`config.mk`:
```
export PLATFORM = sky130hd
export DESIGN_NAME = guia_0508_parity_tx
export DESIGN_NICKNAME = d
export VERILOG_FILES = /design/src/rtl/guia_05_pkg.sv /design/src/rtl/guia_0508_baud.sv /design/src/rtl/guia_0508_parity_tx.sv
export SDC_FILE = /design/constraint.sdc
export NUM_CORES = 1
export LEC_CHECK = 0
export ABC_AREA = 1
export CORE_ASPECT_RATIO = 1.4
export CORE_MARGIN = 2
export CORE_UTILIZATION = 53
export DETAILED_ROUTE_END_ITERATION = 8
export PLACE_DENSITY_LB_ADDON = 0.08
export SLEW_MARGIN = 20
export SYNTH_ARGS = -nofsm -noshare
export SYNTH_HDL_FRONTEND = slang
export SYNTH_SLANG_ARGS = --single-unit
```
`constraint.sdc`:
```
create_clock -name clk -period 1.6 [get_ports clk]
set_input_delay 0.16 -clock clk [delete_from_list [all_inputs] [get_ports clk]]
set_output_delay 0.16 -clock clk [all_outputs]
set_load 0.02 [all_outputs]
```
`src/rtl/guia_05_pkg.sv`:
```
// Shared definitions for the guia_05 serial blocks: FSM state encoding and
// default frame geometry.
package guia_05_pkg;

   localparam int DATA_W_DEF       = 8;
   localparam int CLKS_PER_BIT_DEF = 4;

   typedef enum logic [2:0] {
      ST_IDLE,
      ST_START,
      ST_DATA,
      ST_PARITY,
      ST_STOP
   } state_t;

endpackage : guia_05_pkg

```
`src/rtl/guia_0508_baud.sv`:
```
// Bit-period counter: counts 0..CLKS_PER_BIT-1 while enabled and emits a
// one-cycle tick on the wrap cycle; parked at zero when disabled.
module guia_0508_baud
   import guia_05_pkg::*;
#(
   parameter int CLKS_PER_BIT = CLKS_PER_BIT_DEF
) (
   input  logic clk,
   input  logic rst_n,
   input  logic en,
   output logic tick
);

   localparam int                CNT_W   = (CLKS_PER_BIT > 1) ? $clog2(CLKS_PER_BIT) : 1;
   localparam logic [CNT_W-1:0] CNT_MAX = CNT_W'(CLKS_PER_BIT - 1);

   logic [CNT_W-1:0] cnt_q;

   // NOTE: sequential state uses non-blocking assignments so every flop
   // samples pre-edge values regardless of block evaluation order.
   always_ff @(posedge clk or negedge rst_n) begin
      if (!rst_n) begin
         cnt_q <= '0;
      end else if (!en || (cnt_q == CNT_MAX)) begin
         cnt_q <= '0;
      end else begin
         cnt_q <= cnt_q + 1'b1;
      end
   end

   assign tick = en && (cnt_q == CNT_MAX);

endmodule : guia_0508_baud

```
`src/rtl/guia_0508_parity_tx.sv`:
```
// UART-style transmitter with parity: start(0), DATA_W bits LSB first,
// parity, stop(1); each bit lasts CLKS_PER_BIT cycles. tx is registered.
module guia_0508_parity_tx
   import guia_05_pkg::*;
#(
   parameter int DATA_W       = DATA_W_DEF,
   parameter int CLKS_PER_BIT = CLKS_PER_BIT_DEF,
   parameter bit ODD_PARITY   = 1'b1
) (
   input  logic              clk,
   input  logic              rst_n,
   input  logic [DATA_W-1:0] data,
   input  logic              valid,
   output logic              ready,
   output logic              tx,
   output logic              busy,
   output logic              done
);

   localparam int                IDX_W    = (DATA_W > 1) ? $clog2(DATA_W) : 1;
   localparam logic [IDX_W-1:0] LAST_IDX = IDX_W'(DATA_W - 1);

   state_t            state_q, state_d;
   logic [DATA_W-1:0] shift_q, shift_d;
   logic [IDX_W-1:0]  idx_q, idx_d;
   logic              parity_q, parity_d;
   logic              tx_q, tx_d;
   logic              tick;

   assign ready = (state_q == ST_IDLE);
   assign busy  = !ready;
   assign done  = (state_q == ST_STOP) && tick;
   assign tx    = tx_q;

   guia_0508_baud #(
      .CLKS_PER_BIT(CLKS_PER_BIT)
   ) u_baud (
      .clk  (clk),
      .rst_n(rst_n),
      .en   (busy),
      .tick (tick)
   );

   // NOTE: every variable gets a default before the case so no path leaves
   // one unassigned, which would otherwise infer a latch.
   always_comb begin
      state_d  = state_q;
      shift_d  = shift_q;
      idx_d    = idx_q;
      parity_d = parity_q;

      unique case (state_q)
         ST_IDLE: begin
            if (valid) begin
               state_d  = ST_START;
               shift_d  = data;
               idx_d    = '0;
               parity_d = ODD_PARITY ? ~^data : ^data;
            end
         end
         ST_START:  if (tick) state_d = ST_DATA;
         ST_DATA: begin
            if (tick) begin
               if (idx_q == LAST_IDX) begin
                  state_d = ST_PARITY;
               end else begin
                  idx_d   = idx_q + 1'b1;
                  shift_d = shift_q >> 1;
               end
            end
         end
         ST_PARITY: if (tick) state_d = ST_STOP;
         ST_STOP:   if (tick) state_d = ST_IDLE;
         default:   state_d = ST_IDLE;
      endcase
   end

   // The line level is decoded from the next state so tx leaves a flop and
   // changes exactly on the edge that enters each bit.
   always_comb begin
      tx_d = 1'b1;
      unique case (state_d)
         ST_START:  tx_d = 1'b0;
         ST_DATA:   tx_d = shift_d[0];
         ST_PARITY: tx_d = parity_d;
         default:   tx_d = 1'b1;
      endcase
   end

   always_ff @(posedge clk or negedge rst_n) begin
      if (!rst_n) begin
         state_q  <= ST_IDLE;
         shift_q  <= '0;
         idx_q    <= '0;
         parity_q <= 1'b0;
         tx_q     <= 1'b1;
      end else begin
         state_q  <= state_d;
         shift_q  <= shift_d;
         idx_q    <= idx_d;
         parity_q <= parity_d;
         tx_q     <= tx_d;
      end
   end

endmodule : guia_0508_parity_tx

```
After elaboration in Yosys (flattened, before gate mapping)
Index checks and enable logic that the tools add are counted.
{"block": "totals", "reg_bits": 18, "latch_bits": 0, "ram_bits": 0, "mem_bits_ro": 0, "input_bits": 11, "output_inout_bits": 4, "wordCells": 48, "memories": 0}
{"block": "classes", "n_addsub": 2, "n_mul": 0, "div": 0, "order_cmp": 0, "n_eq_ne": 12, "shift": 0, "n_mux": 19, "n_bitwise": 0, "reduce_logical": 8}
{"cell": "3-bit 2-to-1 mux", "count": 9}
{"cell": "8-bit 2-to-1 mux", "count": 3}
{"cell": "8-bit one-hot mux with 2 select lines", "count": 1}
{"cell": "3-bit one-hot mux with 5 select lines", "count": 1}
{"cell": "3-bit by 2-bit == test with 1-bit output (second input constant)", "count": 4}
{"cell": "8-bit XNOR reduction", "count": 1}
{"cell": "3-bit by 1-bit == test with 1-bit output (second input constant)", "count": 2}
{"cell": "3-bit == test (second input constant)", "count": 2}
{"cell": "2-bit inequality test (second input constant)", "count": 3}
{"cell": "3-bit one-hot mux with 2 select lines", "count": 1}
{"cell": "4-bit AND reduction", "count": 1}
{"cell": "3-bit by 1-bit adder with 3-bit output (second input constant)", "count": 1}
{"cell": "3-bit logical NOT", "count": 1}
{"cell": "1-bit one-hot mux with 3 select lines", "count": 1}
{"cell": "2-bit by 1-bit adder with 2-bit output (second input constant)", "count": 1}
{"cell": "2-bit == test (second input constant)", "count": 1}
{"cell": "1-bit logical AND", "count": 2}
{"cell": "1-bit 2-to-1 mux", "count": 2}
{"cell": "2-bit 2-to-1 mux", "count": 1}
{"cell": "2-bit nonzero test", "count": 1}
{"cell": "1-bit logical NOT", "count": 1}
{"cell": "1-bit logical OR", "count": 1}

Logic depth before layout (Yosys ltp)
{"block": "depth", "ltp_word": 7, "ltp_mapped": 10, "depth_no_buf": 10}

Modules after synthesis
Synthesis repeated with hierarchy kept, for this count alone.
{"block": "unflattened", "cells_unflattened": 153, "hier_area_um2": 1152.4}
{"mod": "guia_0508_parity_tx", "n_inst": 1, "cells_per_inst": 143, "area_each_um2": 1063.5, "seq_area_each_um2": 401.6}
{"mod": "guia_0508_baud", "n_inst": 1, "cells_per_inst": 10, "area_each_um2": 88.8, "seq_area_each_um2": 50.0}

Worst setup path before layout
OpenSTA, ideal clock, no wires.
{"block": "synth_path", "path_type": "register to output", "from": "register u_baud.cnt_q[0]", "to": "output port done", "arrival_time_ps": 1372, "required_ps": 1440, "slack_ps": 68, "path_stages_with_launch": 4, "n_path_buf": 0, "path_cell_list": "dfrtp_1 -> ha_1 -> inv_1 -> nor4_1"}
{"block": "synth_between", "elab_chain_cells": 3}
{"element": "start, declared", "line": "guia_0508_baud.sv:17", "rtl": "logic [CNT_W-1:0] cnt_q;"}
{"element": "start signal, assigned", "line": "guia_0508_baud.sv:27", "rtl": "cnt_q <= cnt_q + 1'b1;"}
{"element": "2-bit == test", "line": "guia_0508_baud.sv:31", "rtl": "assign tick = en && (cnt_q == CNT_MAX);"}
{"element": "1-bit logical AND", "line": "guia_0508_baud.sv:31"}
{"element": "1-bit logical AND", "line": "guia_0508_parity_tx.sv:32", "rtl": "assign done = (state_q == ST_STOP) && tick;"}
{"element": "end, declared", "line": "guia_0508_parity_tx.sv:17", "rtl": "output logic done"}
No other way between the ends.

Worst setup path after layout
{"block": "layout_path", "from": "register tx_q (netlist: tx)", "to": "output port tx"}
{"element": "start, declared", "line": "guia_0508_parity_tx.sv:27", "rtl": "logic tx_q, tx_d;"}
{"element": "start signal, assigned", "line": "guia_0508_parity_tx.sv:102", "rtl": "tx_q <= tx_d;"}
{"element": "end, declared", "line": "guia_0508_parity_tx.sv:15", "rtl": "output logic tx,"}
No word-level cell between the ends.

==> summary.txt <==
Worst setup path
  – Critical path class: flip-flop to primary output
  – Reg2Reg Depth: 10
  – Worst EP arrival: 1.40 ns
  – Max incr delay on CP: 0.59 ns
  – Reg-to-reg startpoint: state_q[0]$_DFF_PN0_
  – Worst setup SP type: flip-flop
  – Critical path cell sequence: clkdlybuf4s50_1
  – Worst Path Buf+Inv: 1
  – CP delay by family, top: buffers and inverters
  – Worst EP required: 1.44 ns
  – Critical Path End Type: primary output
  – Worst R2R End: tx$_DFF_PN1_
  – CP max-delay cell: clkdlybuf4s50_1
  – Critical path peak fanout: 1
  – R2R setup slack: 0.12 ns

Outcome
  – Status: complete, no violations

Synthesis
  – Netlist area before placement: 1100 um2
  – #FFs+latches synth: 18
  – Syn nets: 156
  – Post-synth EDFFs: 0
  – Synth Instances: 142
  – Post-synth ARST share: 100%
  – Synth top area share: 38.7%
  – Yosys warning count: 0
  – Largest cells by area after synthesis: dfrtp_1 39%, nand2_1 14%, nand3_1 9.1%
  – Seq/Total Area, Yosys: 41.1%
  – Mean Syn Cell Area: 7.74 um2
  – Synth Flop Type: dfrtp_1
  – Synth cell types: 29
  – Top cell type by total area after synthesis: dfrtp_1

Route
  – Highest Signal Layer: met4
  – Via count: 994
  – DR vias/cell: 5.26
  – Drt first pass iters: 4
  – Starting DRT DRC Count: 37
  – Met1 WL: 875 um
  – Antenna viol nets, final: 0
  – Routed len/inst: 11.4 um
  – DRC: 0
  – Final wirelength: roughly 2200 um
  – Routed wl met2: 1180 um
  – DR WL met3: 59 um

GRT
  – Initial antenna violation count: 0
  – Grt ovf: 0
  – Largest net degree at the start of global routing: 19
  – Tot GR Track Use: 21.1%
  – First-pass GRT wire length: 3940 um
  – Vias in the first global route: 990

Layout
  – Final net count: 183
  – Fin area: 1370 um2
  – Diodes inserted: 0
  – Layout area overhead: 24.4%
  – Core Util, Final: 70.1%
  – Fillers: approximately 170
  – Layout cells sized above 1: 18.5%

Die
  – Die height: 57.9 um
  – Core box area: between 1500 and 2000 um2
  – DIE AREA: 2460 um2
  – Boundary Pins: 15
  – Standard-cell rows: 19
  – Initial core utilization: a little under three fifths
  – Die X-Extent: around 42 um

STA
  – PnR worst setup slack: 0.0437 ns
  – # setup viols final: 0
  – WHS: 0.173 ns
  – Final Slew Violations: 0
  – Crit path time final: between 1.5 and 2 ns
  – Tcrit/Tclk final: 97.3%
  – RSZ-0062 raised after global routing: yes
  – Clk_skew: 0.0114 ns
  – Worst slew pin tran: 0.320 ns
  – Max_slew headroom: about four fifths
  – Fmax: 643 MHz
  – Final hold vios: 0

Placed design
  – Pre-CTS setup slack: -0.0155 ns
  – Hpwl dp: 1680 um
  – GPL Wtd Cong: 0.876
  – Placed cell areas: 1320 um2
  – I/O Buffers: 14

Power and ir drop
  – Switching power share of the total: 41.4%
  – Psw: 0.859 mW
  – Clk pwr share: between 10% and 20%
  – Pint: ~1.2 mW
  – Leak: 0.718 nW
  – Sequential share of power: 37.7%
  – Combinational Power Share: 50.9%
  – Tot Pwr: 2.07 mW
  – Worst vdd ir: 0.00106 V
  – PD cells: 1520 nW/um2

Clocking
  – H-tree lvl count: 1
  – Latest clock arrival within the worst-skew pair: 0.30 ns
  – Clock-pin slew on the worst setup and hold paths: ~0.11 ns
  – Clock tree from TritonCTS: built
  – Clock Tree Buf Depth: 2
  – TritonCTS Buffers: 3
  – CTS Hold Bufs: 0
  – Root buffer cell: clkbuf_4
  – Clock tree sinks: 18

Run
  – Max cap viols: 0

Worst hold path
  – Hold Path Class: primary input to async pin
-- stage by stage --
stage           TNS, ns  cells
2_1_floorplan         0    142
3_3_place_gp          0    184
3_5_place_dp    -0.0155    184
4_1_cts               0    188
5_1_grt        -0.00611    189
6_report              0    189
-- worst reg2reg max path, delay by kind of cell, from the launching register on --
kind | cells | cell delay, ns
flip-flops | 1 | 0.44
buffers and inverters | 3 | 0.30
AND/OR/NAND/NOR | 7 | 0.70
-- worst max-delay path by stage --
stage	start	endpoint	slack, ns	depth (start not counted)
floorplan	u_baud.cnt_q[0]$_DFF_PN0_	done	0.07	3
global placement	u_baud.cnt_q[0]$_DFF_PN0_	done	0.03	4
detailed placement	idx_q[0]$_DFFE_PN0P_	shift_q[5]$_DFFE_PN0P_	-0.02	7
CTS	u_baud.cnt_q[0]$_DFF_PN0_	done	0.0007	4
global route	state_q[0]$_DFF_PN0_	ready	-0.006	4
finish	tx$_DFF_PN1_	tx	0.04	1
-- cell type report --
type	count	area (um2)	share of cell area, %
inverters	22	87.6	6.41
well taps	21	26.3	1.92
clock buffers	4	26.3	1.92
multi-input cells	99	559	40.9
repair buffers	25	215	15.8
flip-flops and latches	18	452	33.1
-- cell usage in the layout, fill, tap and decap left out, drive strengths merged --
cell / n
buf: 12
nand2: 44
nand4: 1
and2: 1
nor4: 1
dlygate4sd2: 2
a31oi: 1
nand3: 23
a21oi: 3
or2: 1
inv: 22
nor2: 7
dfrtp: 17
dfstp: 1
clkbuf: 4
ha: 3
o21ai: 3
clkdlybuf4s50: 11
xnor2: 2
nor3: 2
o211ai: 4
xor2: 2
and3: 1
-- sequential cells by signal (all words and copies together), names as in the netlist --
signal and cells:
parity_q 1, tx 1, idx_q 3, u_baud.cnt_q 2, shift_q 8, state_q 3
-- Yosys cell counts, drive strengths merged, types with 2 or more instances --
cell type  count
o21ai          3
a21oi          3
dfrtp         17
inv           22
xor2           2
ha             3
nand3         23
nor2           7
xnor2          2
nand2         44
buf            2
o211ai         4
nor3           2
-- cells by family after synthesis --
| group | after synthesis | share of synthesized area, % |
|---|---|---|
| flip-flops | 18 | 41.1 |
| buffers and inverters | 25 | 9.57 |
| AND/OR/NAND/NOR | 81 | 36.7 |
| XOR/XNOR | 4 | 3.19 |
| adder cells (fa/ha/maj) | 3 | 3.42 |
| AO/OA/AOI/OAI | 11 | 6.04 |
-- layer usage --
| layer | GRT usage, % | vias up |
|---|---|---|
| met2 | 40.4 | 24 |
| met1 | 22.3 | 456 |
| met3 | 1.87 | 4 |
| met5 | 0 | - |
| met4 | 10.7 | 0 |
| li1 | - | 510 |
-- power by group through the flow --
stage	registers (mW)	clock network (mW)	logic, mW
6_report	0.781	0.237	1.06
5_1_grt	0.809	0.261	1.18
4_1_cts	0.777	0.239	1.06
3_5_place_dp	0.783	0	1.05
3_3_place_gp	0.778	0	1.02
2_1_floorplan	0.786	0	0.704
-- what timing repair did --
item | 4_1_cts | 5_1_grt
setup endpoints to repair | 7 | 11
endpoints found under the hold margin | 0 | 0
setup buffers | 0 | 1
pin swaps | 0 | 1
gates resized for setup | 6 | 5
Power figures use the tool's default switching activity.
